<file path="config.mk">
export PLATFORM = sky130hd
export DESIGN_NAME = uart_program_loader
export DESIGN_NICKNAME = d
export VERILOG_FILES = /design/src/rtl/uart_program_loader.sv
export SDC_FILE = /design/constraint.sdc
export NUM_CORES = 1
export LEC_CHECK = 0
export BUFFER_PORTS_ARGS = -buffer_cell sky130_fd_sc_hd__buf_2
export CAP_MARGIN = 20
export CORE_ASPECT_RATIO = 2
export CORE_MARGIN = 5
export CORE_UTILIZATION = 59
export CTS_BUF_LIST = sky130_fd_sc_hd__clkbuf_16
export DETAILED_ROUTE_END_ITERATION = 7
export GPL_TIMING_DRIVEN = 0
export PLACE_DENSITY = 0.79
export SYNTH_ARGS = -nofsm -noshare
export SYNTH_HDL_FRONTEND = slang
export SYNTH_SLANG_ARGS = --single-unit
</file>
<file path="constraint.sdc">
create_clock -name clk -period 9.4 [get_ports clk]
set_input_delay 0.47 -clock clk [delete_from_list [all_inputs] [get_ports clk]]
set_output_delay 0.47 -clock clk [all_outputs]
set_load 0.005 [all_outputs]
</file>
<file path="src/rtl/uart_program_loader.sv">
// uart_program_loader: boot loader sitting between UART_RX/UART_TX and the
// instruction memory write port. Sends 0x99, receives a 32-bit little-endian
// length, streams that many bytes into memory as little-endian words, then
// sends 0xAA and releases the core via cpu_run.
//
// Optional feature: define LOADER_CHECKSUM_EN to require one trailing byte
// equal to the XOR of all program bytes before 0xAA is sent.
module uart_program_loader #(
   parameter int unsigned IMEM_ADDR_W    = 13,
   parameter int unsigned MAX_PROG_BYTES = 4 << IMEM_ADDR_W
) (
   input  logic                   clk,
   input  logic                   reset_n,
   input  logic [7:0]             rx_data,
   input  logic                   rx_valid,
   input  logic                   rx_ferr,
   output logic [7:0]             tx_data,
   output logic                   tx_start,
   input  logic                   tx_busy,
   output logic                   imem_we,
   output logic [IMEM_ADDR_W-1:0] imem_addr,
   output logic [31:0]            imem_wdata,
   output logic                   cpu_run,
   output logic                   load_error
);

   localparam logic [7:0] ReadyByte = 8'h99;
   localparam logic [7:0] DoneByte  = 8'hAA;

`ifdef LOADER_CHECKSUM_EN
   typedef enum logic [2:0] {
      StSend99, StRecvSize, StRecvProg, StCheck, StSendAa, StRun, StError
   } state_e;
   // Every completed image, including an empty one, passes through the checksum byte.
   localparam state_e StAfterProg = StCheck;
`else
   typedef enum logic [2:0] {
      StSend99, StRecvSize, StRecvProg, StSendAa, StRun, StError
   } state_e;
   localparam state_e StAfterProg = StSendAa;
`endif

   state_e                 state_q, state_d;
   logic [31:0]            cnt_q, cnt_d;
   logic [31:0]            len_q, len_d;
   logic [31:0]            word_q, word_d;
   logic [31:0]            merged_word;
   logic [31:0]            len_next;
   logic                   sent_q, sent_d;
   logic                   guard_q, guard_d;
   logic                   tx_start_q, tx_start_d;
   logic [7:0]             tx_data_q, tx_data_d;
   logic                   imem_we_q, imem_we_d;
   logic [IMEM_ADDR_W-1:0] imem_addr_q, imem_addr_d;
   logic [31:0]            imem_wdata_q, imem_wdata_d;
`ifdef LOADER_CHECKSUM_EN
   logic [7:0]             xsum_q, xsum_d;
`endif

   logic rx_ok, rx_bad;
   logic lane_last, prog_last, word_done;
   logic in_tx_state, tx_fire, tx_done;

   assign rx_ok       = rx_valid & ~rx_ferr;
   assign rx_bad      = rx_valid & rx_ferr;
   // Length bytes arrive LSB first, so shift each new byte in from the top.
   assign len_next    = {rx_data, len_q[31:8]};
   assign lane_last   = (cnt_q[1:0] == 2'd3);
   assign prog_last   = ((cnt_q + 32'd1) == len_q);
   assign word_done   = lane_last | prog_last;
   assign in_tx_state = (state_q == StSend99) | (state_q == StSendAa);
   // guard_q hides tx_busy during the tx_start cycle, before UART_TX has reacted.
   assign tx_fire     = in_tx_state & ~sent_q & ~guard_q & ~tx_busy;
   assign tx_done     = in_tx_state & sent_q & ~guard_q & ~tx_busy;

   // Current word with the incoming byte dropped into its lane.
   always_comb begin
      merged_word = word_q;
      merged_word[{cnt_q[1:0], 3'b000} +: 8] = rx_data;
   end

   // State register.
   always_ff @(posedge clk) begin
      if (!reset_n) begin
         state_q <= StSend99;
      end else begin
         state_q <= state_d;
      end
   end

   // Next-state logic.
   always_comb begin
      state_d = state_q;
      unique case (state_q)
         StSend99: begin
            if (tx_done) state_d = StRecvSize;
         end
         StRecvSize: begin
            if (rx_bad) begin
               state_d = StError;
            end else if (rx_ok && lane_last) begin
               if (len_next == 32'd0) begin
                  state_d = StAfterProg;
               end else if (len_next > MAX_PROG_BYTES) begin
                  state_d = StError;
               end else begin
                  state_d = StRecvProg;
               end
            end
         end
         StRecvProg: begin
            if (rx_bad) begin
               state_d = StError;
            end else if (rx_ok && prog_last) begin
               state_d = StAfterProg;
            end
         end
`ifdef LOADER_CHECKSUM_EN
         StCheck: begin
            if (rx_bad) begin
               state_d = StError;
            end else if (rx_ok) begin
               state_d = (rx_data == xsum_q) ? StSendAa : StError;
            end
         end
`endif
         StSendAa: begin
            if (tx_done) state_d = StRun;
         end
         StRun, StError: begin
            state_d = state_q;
         end
         default: begin
            state_d = StError;
         end
      endcase
   end

   // Outputs decoded from the state register.
   always_comb begin
      cpu_run    = (state_q == StRun);
      load_error = (state_q == StError);
   end

   assign tx_start   = tx_start_q;
   assign tx_data    = tx_data_q;
   assign imem_we    = imem_we_q;
   assign imem_addr  = imem_addr_q;
   assign imem_wdata = imem_wdata_q;

   // Datapath next-state: transmit handshake, length capture, word packing.
   always_comb begin
      cnt_d        = cnt_q;
      len_d        = len_q;
      word_d       = word_q;
      sent_d       = sent_q;
      guard_d      = 1'b0;
      tx_start_d   = 1'b0;
      tx_data_d    = tx_data_q;
      imem_we_d    = 1'b0;
      imem_addr_d  = imem_addr_q;
      imem_wdata_d = imem_wdata_q;
`ifdef LOADER_CHECKSUM_EN
      xsum_d       = xsum_q;
`endif

      if (tx_fire) begin
         tx_start_d = 1'b1;
         tx_data_d  = (state_q == StSend99) ? ReadyByte : DoneByte;
         sent_d     = 1'b1;
         guard_d    = 1'b1;
      end else if (tx_done) begin
         sent_d = 1'b0;
      end

      if (state_q == StRecvSize && rx_ok) begin
         len_d = len_next;
         // Counter restarts at zero so it can count program bytes next.
         cnt_d = lane_last ? 32'd0 : (cnt_q + 32'd1);
      end

      if (state_q == StRecvProg && rx_ok) begin
         cnt_d = cnt_q + 32'd1;
`ifdef LOADER_CHECKSUM_EN
         xsum_d = xsum_q ^ rx_data;
`endif
         if (word_done) begin
            imem_we_d    = 1'b1;
            imem_addr_d  = cnt_q[IMEM_ADDR_W+1:2];
            imem_wdata_d = merged_word;
            // Cleared lanes make a short final word zero-filled.
            word_d       = 32'd0;
         end else begin
            word_d = merged_word;
         end
      end
   end

   // Datapath registers.
   always_ff @(posedge clk) begin
      if (!reset_n) begin
         cnt_q        <= 32'd0;
         len_q        <= 32'd0;
         word_q       <= 32'd0;
         sent_q       <= 1'b0;
         guard_q      <= 1'b0;
         tx_start_q   <= 1'b0;
         tx_data_q    <= 8'd0;
         imem_we_q    <= 1'b0;
         imem_addr_q  <= '0;
         imem_wdata_q <= 32'd0;
`ifdef LOADER_CHECKSUM_EN
         xsum_q       <= 8'd0;
`endif
      end else begin
         cnt_q        <= cnt_d;
         len_q        <= len_d;
         word_q       <= word_d;
         sent_q       <= sent_d;
         guard_q      <= guard_d;
         tx_start_q   <= tx_start_d;
         tx_data_q    <= tx_data_d;
         imem_we_q    <= imem_we_d;
         imem_addr_q  <= imem_addr_d;
         imem_wdata_q <= imem_wdata_d;
`ifdef LOADER_CHECKSUM_EN
         xsum_q       <= xsum_d;
`endif
      end
   end

endmodule

</file>
# Yosys cells after proc, flatten, opt, wreduce, memory -nomap -nowiden
# Index checks and enable logic that the tools add are counted.
[word_totals] register_bits=155 inputBits=13 wordCells=72
[op_classes] addsub=2 order_cmp=1 eq_ne=11 n_shift=2 muxes=19 bitwise=15 reduce_logical=12
[op_table] cell="$mux W32" count=4
[op_table] cell="$add A32 B1 Y32 const B" count=1
[op_table] cell="$bwmux W32" count=1
[op_table] cell="$eq A32 B32 Y1" count=1
[op_table] cell="$gt A32 B16 Y1 const B" count=1
[op_table] cell="$logic_not A32 Y1" count=1
[op_table] cell="$shift A8 B7 Y32 const A" count=1
[op_table] cell="$shiftx A8 B7 Y32" count=1
[op_table] cell="$mux W3" count=8
[op_table] cell="$pmux W3 S5" count=1
[op_table] cell="$and A1 B1 Y1" count=8
[op_table] cell="$neg A5 Y7" count=1
[op_table] cell="$eq A3 B2 Y1 const B" count=2
[op_table] cell="$eq A3 B3 Y1 const B" count=2
[op_table] cell="$mux W6" count=1
[op_table] cell="$ne A3 B3 Y1 const B" count=2
[op_table] cell="$not A1 Y1" count=5
[op_table] cell="$reduce_and A5 Y1" count=1
[op_table] cell="$logic_and A1 B1 Y1" count=4
[op_table] cell="$mux W1" count=4
[op_table] cell="$ne A2 B2 Y1 const B" count=2
[op_table] cell="$reduce_and A2 Y1" count=2
[op_table] cell="$reduce_bool A2 Y1" count=2
[op_table] cell="$eq A3 B1 Y1 const B" count=1
[op_table] cell="4 further kinds" count=5

# Depth between registers and ports, before layout
[logic_depth] word_depth=7 mapped_depth=13

# Worst setup path after synthesis
# OpenSTA, ideal clock, no wires.
[synth_timing] kind="register to register" startpoint="reg cnt_q[0]" endpoint="reg imem_wdata_q[20] (netlist: imem_wdata[20])" setup_ns=0.154 arrival_ns=3.239 required_ns=9.246 path_slack_ns=6.007 stages_incl_launch_ff=12 period_less_slack_ns=3.393 path_cell_list="dfxtp_1 > ha_1 > nand3_1 > nor4_1 > xnor2_1 > o2111ai_1 > or4_1 > or4_1 > o21ai_4 > buf_6 > buf_2 > a311oi_2"
[synth_between] elab_chain_cells=4 elab_cells_between_ends=9 cone_classes="add/sub (2); eq/ne (2); shift (2); mux (1); bitwise (1); reduce/logical (1)"
[synth_lines] item="from (decl)" line="44" source="logic [31:0] cnt_q, cnt_d;"
[synth_lines] item="from (signal assigned)" line="216" source="cnt_q <= cnt_d;"
[synth_lines] item="$add A32 B1 Y32" line="69" source="assign prog_last = ((cnt_q + 32'd1) == len_q);"
[synth_lines] item="$eq A32 B32 Y1" line="69"
[synth_lines] item="$or A1 B1 Y1" line="70" source="assign word_done = lane_last | prog_last;"
[synth_lines] item="$reduce_and A2 Y1 (no source line)"
[synth_lines] item="to (signal assigned)" line="225" source="imem_wdata_q <= imem_wdata_d;"
[synth_lines] item="to (decl)" line="55" source="logic [31:0] imem_wdata_q, imem_wdata_d;"
# Parallel ways exist; a longest one is shown, timed or not.
# A chain may end at the register's enable or synchronous reset.

# Worst setup path in the final report
[layout_timing] startpoint="reg cnt_q[0]" endpoint="reg word_q[31]"
[layout_between] elab_chain_cells=4 elab_cells_between_ends=9 cone_classes="add/sub (2); eq/ne (2); shift (2); mux (2); bitwise (1)"
[layout_lines] item="$add A32 B1 Y32 or $neg A5 Y7 (tied branches)" line="69, 79"
[layout_lines] item="$eq A32 B32 Y1 (tied with other cells)" line="69"
[layout_lines] item="$or A1 B1 Y1 or $bwmux W32 (tied branches)" line="70, 79"
[layout_lines] item="$mux W32 *" line="187" source="if (word_done) begin"
[layout_lines] item="to (signal assigned)" line="218" source="word_q <= word_d;"
[layout_lines] item="to (decl)" line="46" source="logic [31:0] word_q, word_d;"
# Mark *: on every way between the ends. The rest lies on a longest branch, timed or not.

==> impl_results.md <==
- LEAKAGE: 3.42 nW
- CTS tree: yes
- Global-route wire length before repair: 38100 µm
- Global route overflow: 0
- Crit-path max FO: 10
- I/O Pins: 70
- Reg area: 3000 µm²
- Fmax achieved: 0.226 GHz
- Crit Reg-Reg Endpoint: word_q[31]$_SDFFE_PN0P_
- Crit path time final: 4420 ps
- Final instance area: 9060 µm²
- Synth warn: 0
- Number of levels in the clock H-tree: 4
- Post-CTS setup buffers: 0
- Crit Path Category: flop to flop
- Violation count after the first detailed-route iteration: 661
- Top cells by area, synth: dfxtp_1 38%, a21oi_1 6.8%, nand2_1 6.2%, a311oi_2 5.3%, nor2_1 3.8%
- Via count: 7520
- Clock latency on the worst-skew pair: 430 ps
- Post-placement cell count: 1168
- Vias in the first global route: 7166
- Total CTS buffers: 17
- Routed Antenna Nets: 0
- Final setup fails: 0
- Final period util: 0.470
- Min-Delay Path Class: primary input to flop
- Die width: 91.9 µm
- Status: completed
- Layout Cells excl Fill: 1200
- MaxCap Viol Count: 0
- Actual slew at the worst max-slew pin: 1100 ps
- # hold bufs at CTS: 0
- Global placement routability congestion: 0.963
- Fill cells: 1112
- Main flop type after synthesis: dfxtp_1
- Cell Pwr Density: 167 nW/µm²
- Post-DP Area: 8450 µm²
- Die height: 174 µm
- Slowest CP cell: nor4_1
- Residual DRC count: 0
- Slowest stage delay, CP: 710 ps
- Slew HR: 0.268
- Clock buffer depth: 2
- Reg2reg start: cnt_q[0]$_SDFFE_PN0P_
- Wire per inst: 19.9 µm
- CTS root buffer: clkbuf_16
- Multi-input gate area: 4470 µm²
- CP most frequent cell: or4_1
- Post-synthesis instance total: 943
- Fin. max-slew vios: 0
- Seq/Total Area, Yosys: 0.380
- Worst setup EP type: flop
- Peak supply drop: 157 µV
- Critical path, cell by cell: ha_1, nand3_1, nor4_1, xnor2_1, o2111ai_1, or4_1, or4_1, o211ai_2, buf_2, a2bb2oi_1, nor2_1
- Critical path arrival: 4720 ps
- Cell variety after synth: 62
- Top-area cell type share of the netlist area: 0.380
- Worst r2r path cells: 11
- Die area: 16000 µm²
- Seq cells post-synth: 150
- Hold_ws: 364 ps
- CTS sink cnt: 150
- First-pass detailed-route iteration total: 5
- GRT Util Overall: 0.300
- Mean post-synth cell area: 8.39 µm²
- Fraction of registers with async set/reset: 0
- Core area: 13300 µm²
- Area Growth Syn to Fin: 14.6%
- # diodes: 0
- Cts repair resizes: 0
- Startpoint types: flop
- Routed Wire Length: 23900 µm
- Routed vias/inst: 6.27
- Reg2Reg Setup Slack: 4980 ps
- Layout cell share with drive strength beyond 1: 0.201
- Slack of the critical path: 4980 ps
- Initial antenna violation count: 0
- RSZ-0062 raised after global routing: no
- Hpwl dp: 17100 µm
- Largest net degree at the start of global routing: 17
- Row count: 60
- Synth area leader: dfxtp_1
- Port Buf Inserts: 67
- Worst EP required: 9700 ps
- Setup Skew: 9.77 ps
- Post-synth EDFFs: 0
- Synthesized area: 7910 µm²
- Setup crit start: cnt_q[0]$_SDFFE_PN0P_
- Pre-CTS setup slack: 5060 ps
- Crit path to: word_q[31]$_SDFFE_PN0P_
- Setup TNS: 0 ps
- Post-layout net count: 1052
- CTS clock-pin slew for the worst setup and hold paths: 70 ps
- Final Hold Vio Count: 0
- Starting Density: 0.595
-- state kept, by name (all words and copies together) (netlist names) --
signal and flops:
imem_addr 13, imem_wdata 32, state_q 3, word_q 32, tx_start 1, sent_q 1
cnt_q 32, tx_data 3, imem_we 1, len_q 32
-- per-layer routing --
layer	global-route usage	part of all wire	vias up
li1	-	-	3555
met1	0.376	0.40	3527
met2	0.489	0.48	355
met3	0.0482	0.069	83
met4	0.163	0.054	0
met5	0	0	-
-- worst max-delay path, delay by kind of cell (launching register included) --
family                   cells  cell delay [ps]
flip-flops                   1              650
XOR/XNOR                     1              190
AO/OA/AOI/OAI                3              680
adder cells (fa/ha/maj)      1              340
buffers and inverters        1              320
AND/OR/NAND/NOR              5             2100
-- kinds of logic (layout without fill, tap and decap cells) --
group,count (synthesis),count (layout),share of synthesized area
and+or+nand+nor,371,371,0.235
AOI/OAI and AO/OA,268,268,0.250
muxes,16,16,0.0203
other,1,2,0.000474
DFF,150,150,0.380
buffers and inverters,87,188,0.0557
xor gates and xnor gates,43,43,0.0476
adders and majority gates,7,7,0.0111
-- worst min-delay path by stage --
| stage | slack [ps] | startpoint | to | cells after the start |
|---|---|---|---|---|
| after CTS | 360 | rx_data[0] | len_q[24]$_SDFFE_PN0P_ | 3 |
| after global placement | 440 | imem_addr[0]$_SDFFE_PN0P_ | imem_addr[0]$_SDFFE_PN0P_ | 2 |
| after global routing | 370 | rx_data[0] | len_q[24]$_SDFFE_PN0P_ | 3 |
| final | 360 | rx_data[0] | len_q[24]$_SDFFE_PN0P_ | 3 |
| after detailed placement | 450 | imem_addr[2]$_SDFFE_PN0P_ | imem_addr[2]$_SDFFE_PN0P_ | 2 |
| after floorplan | 450 | word_q[16]$_SDFFE_PN0P_ | word_q[16]$_SDFFE_PN0P_ | 2 |
-- synth_stat cells, drive strengths merged, types with 19 or more instances --
library cell and n:
xnor2 24, clkbuf 43, buf 35, nor2 80
a311oi 38, a21oi 135, nand2 131, dfxtp 150
o21ai 34, nor3 23, xor2 19, a2bb2oi 32
nor2b 36, nand3 25
-- power breakdown --
group,leakage (nW),switching [mW],internal (mW)
registers,1.21,0.00790,0.643
clock network,0.297,0.309,0.404
logic,1.91,0.0990,0.0483
total,3.42,0.416,1.10
-- cell usage in the layout (no fill, tap or decap), types with 6 or more instances in the layout --
cell type / n
a31oi_1: 8
mux2i_1: 16
a311oi_1: 10
nor3_1: 20
or2_2: 6
inv_1: 8
nor2_1: 79
dfxtp_1: 150
clkbuf_1: 42
nand3_1: 25
buf_4: 9
buf_2: 89
clkbuf_16: 17
o21ai_0: 32
xor2_1: 19
nand2_1: 130
nand4_1: 9
a21oi_1: 107
ha_1: 7
a2bb2oi_1: 32
a21oi_2: 28
nor2b_1: 36
and3_1: 8
xnor2_1: 24
nor4_1: 17
a311oi_2: 28
-- metrics by stage --
step            util  power (mW)
3_3_place_gp   0.635       0.807
4_1_cts        0.682        1.51
5_1_grt        0.682        1.56
3_5_place_dp   0.636       0.809
2_1_floorplan      -       0.762
6_report       0.682        1.51
-- area by class of cell --
class                   instances  share of cell area
clock inverters                15              0.0204
inverters                       9             0.00373
multi-input cells             707               0.493
well taps                     155              0.0214
repair buffers                 69              0.0384
plain buffers                  78              0.0449
flip-flops and latches        150               0.331
clock buffers                  17              0.0469
Power figures use the tool's default switching activity.
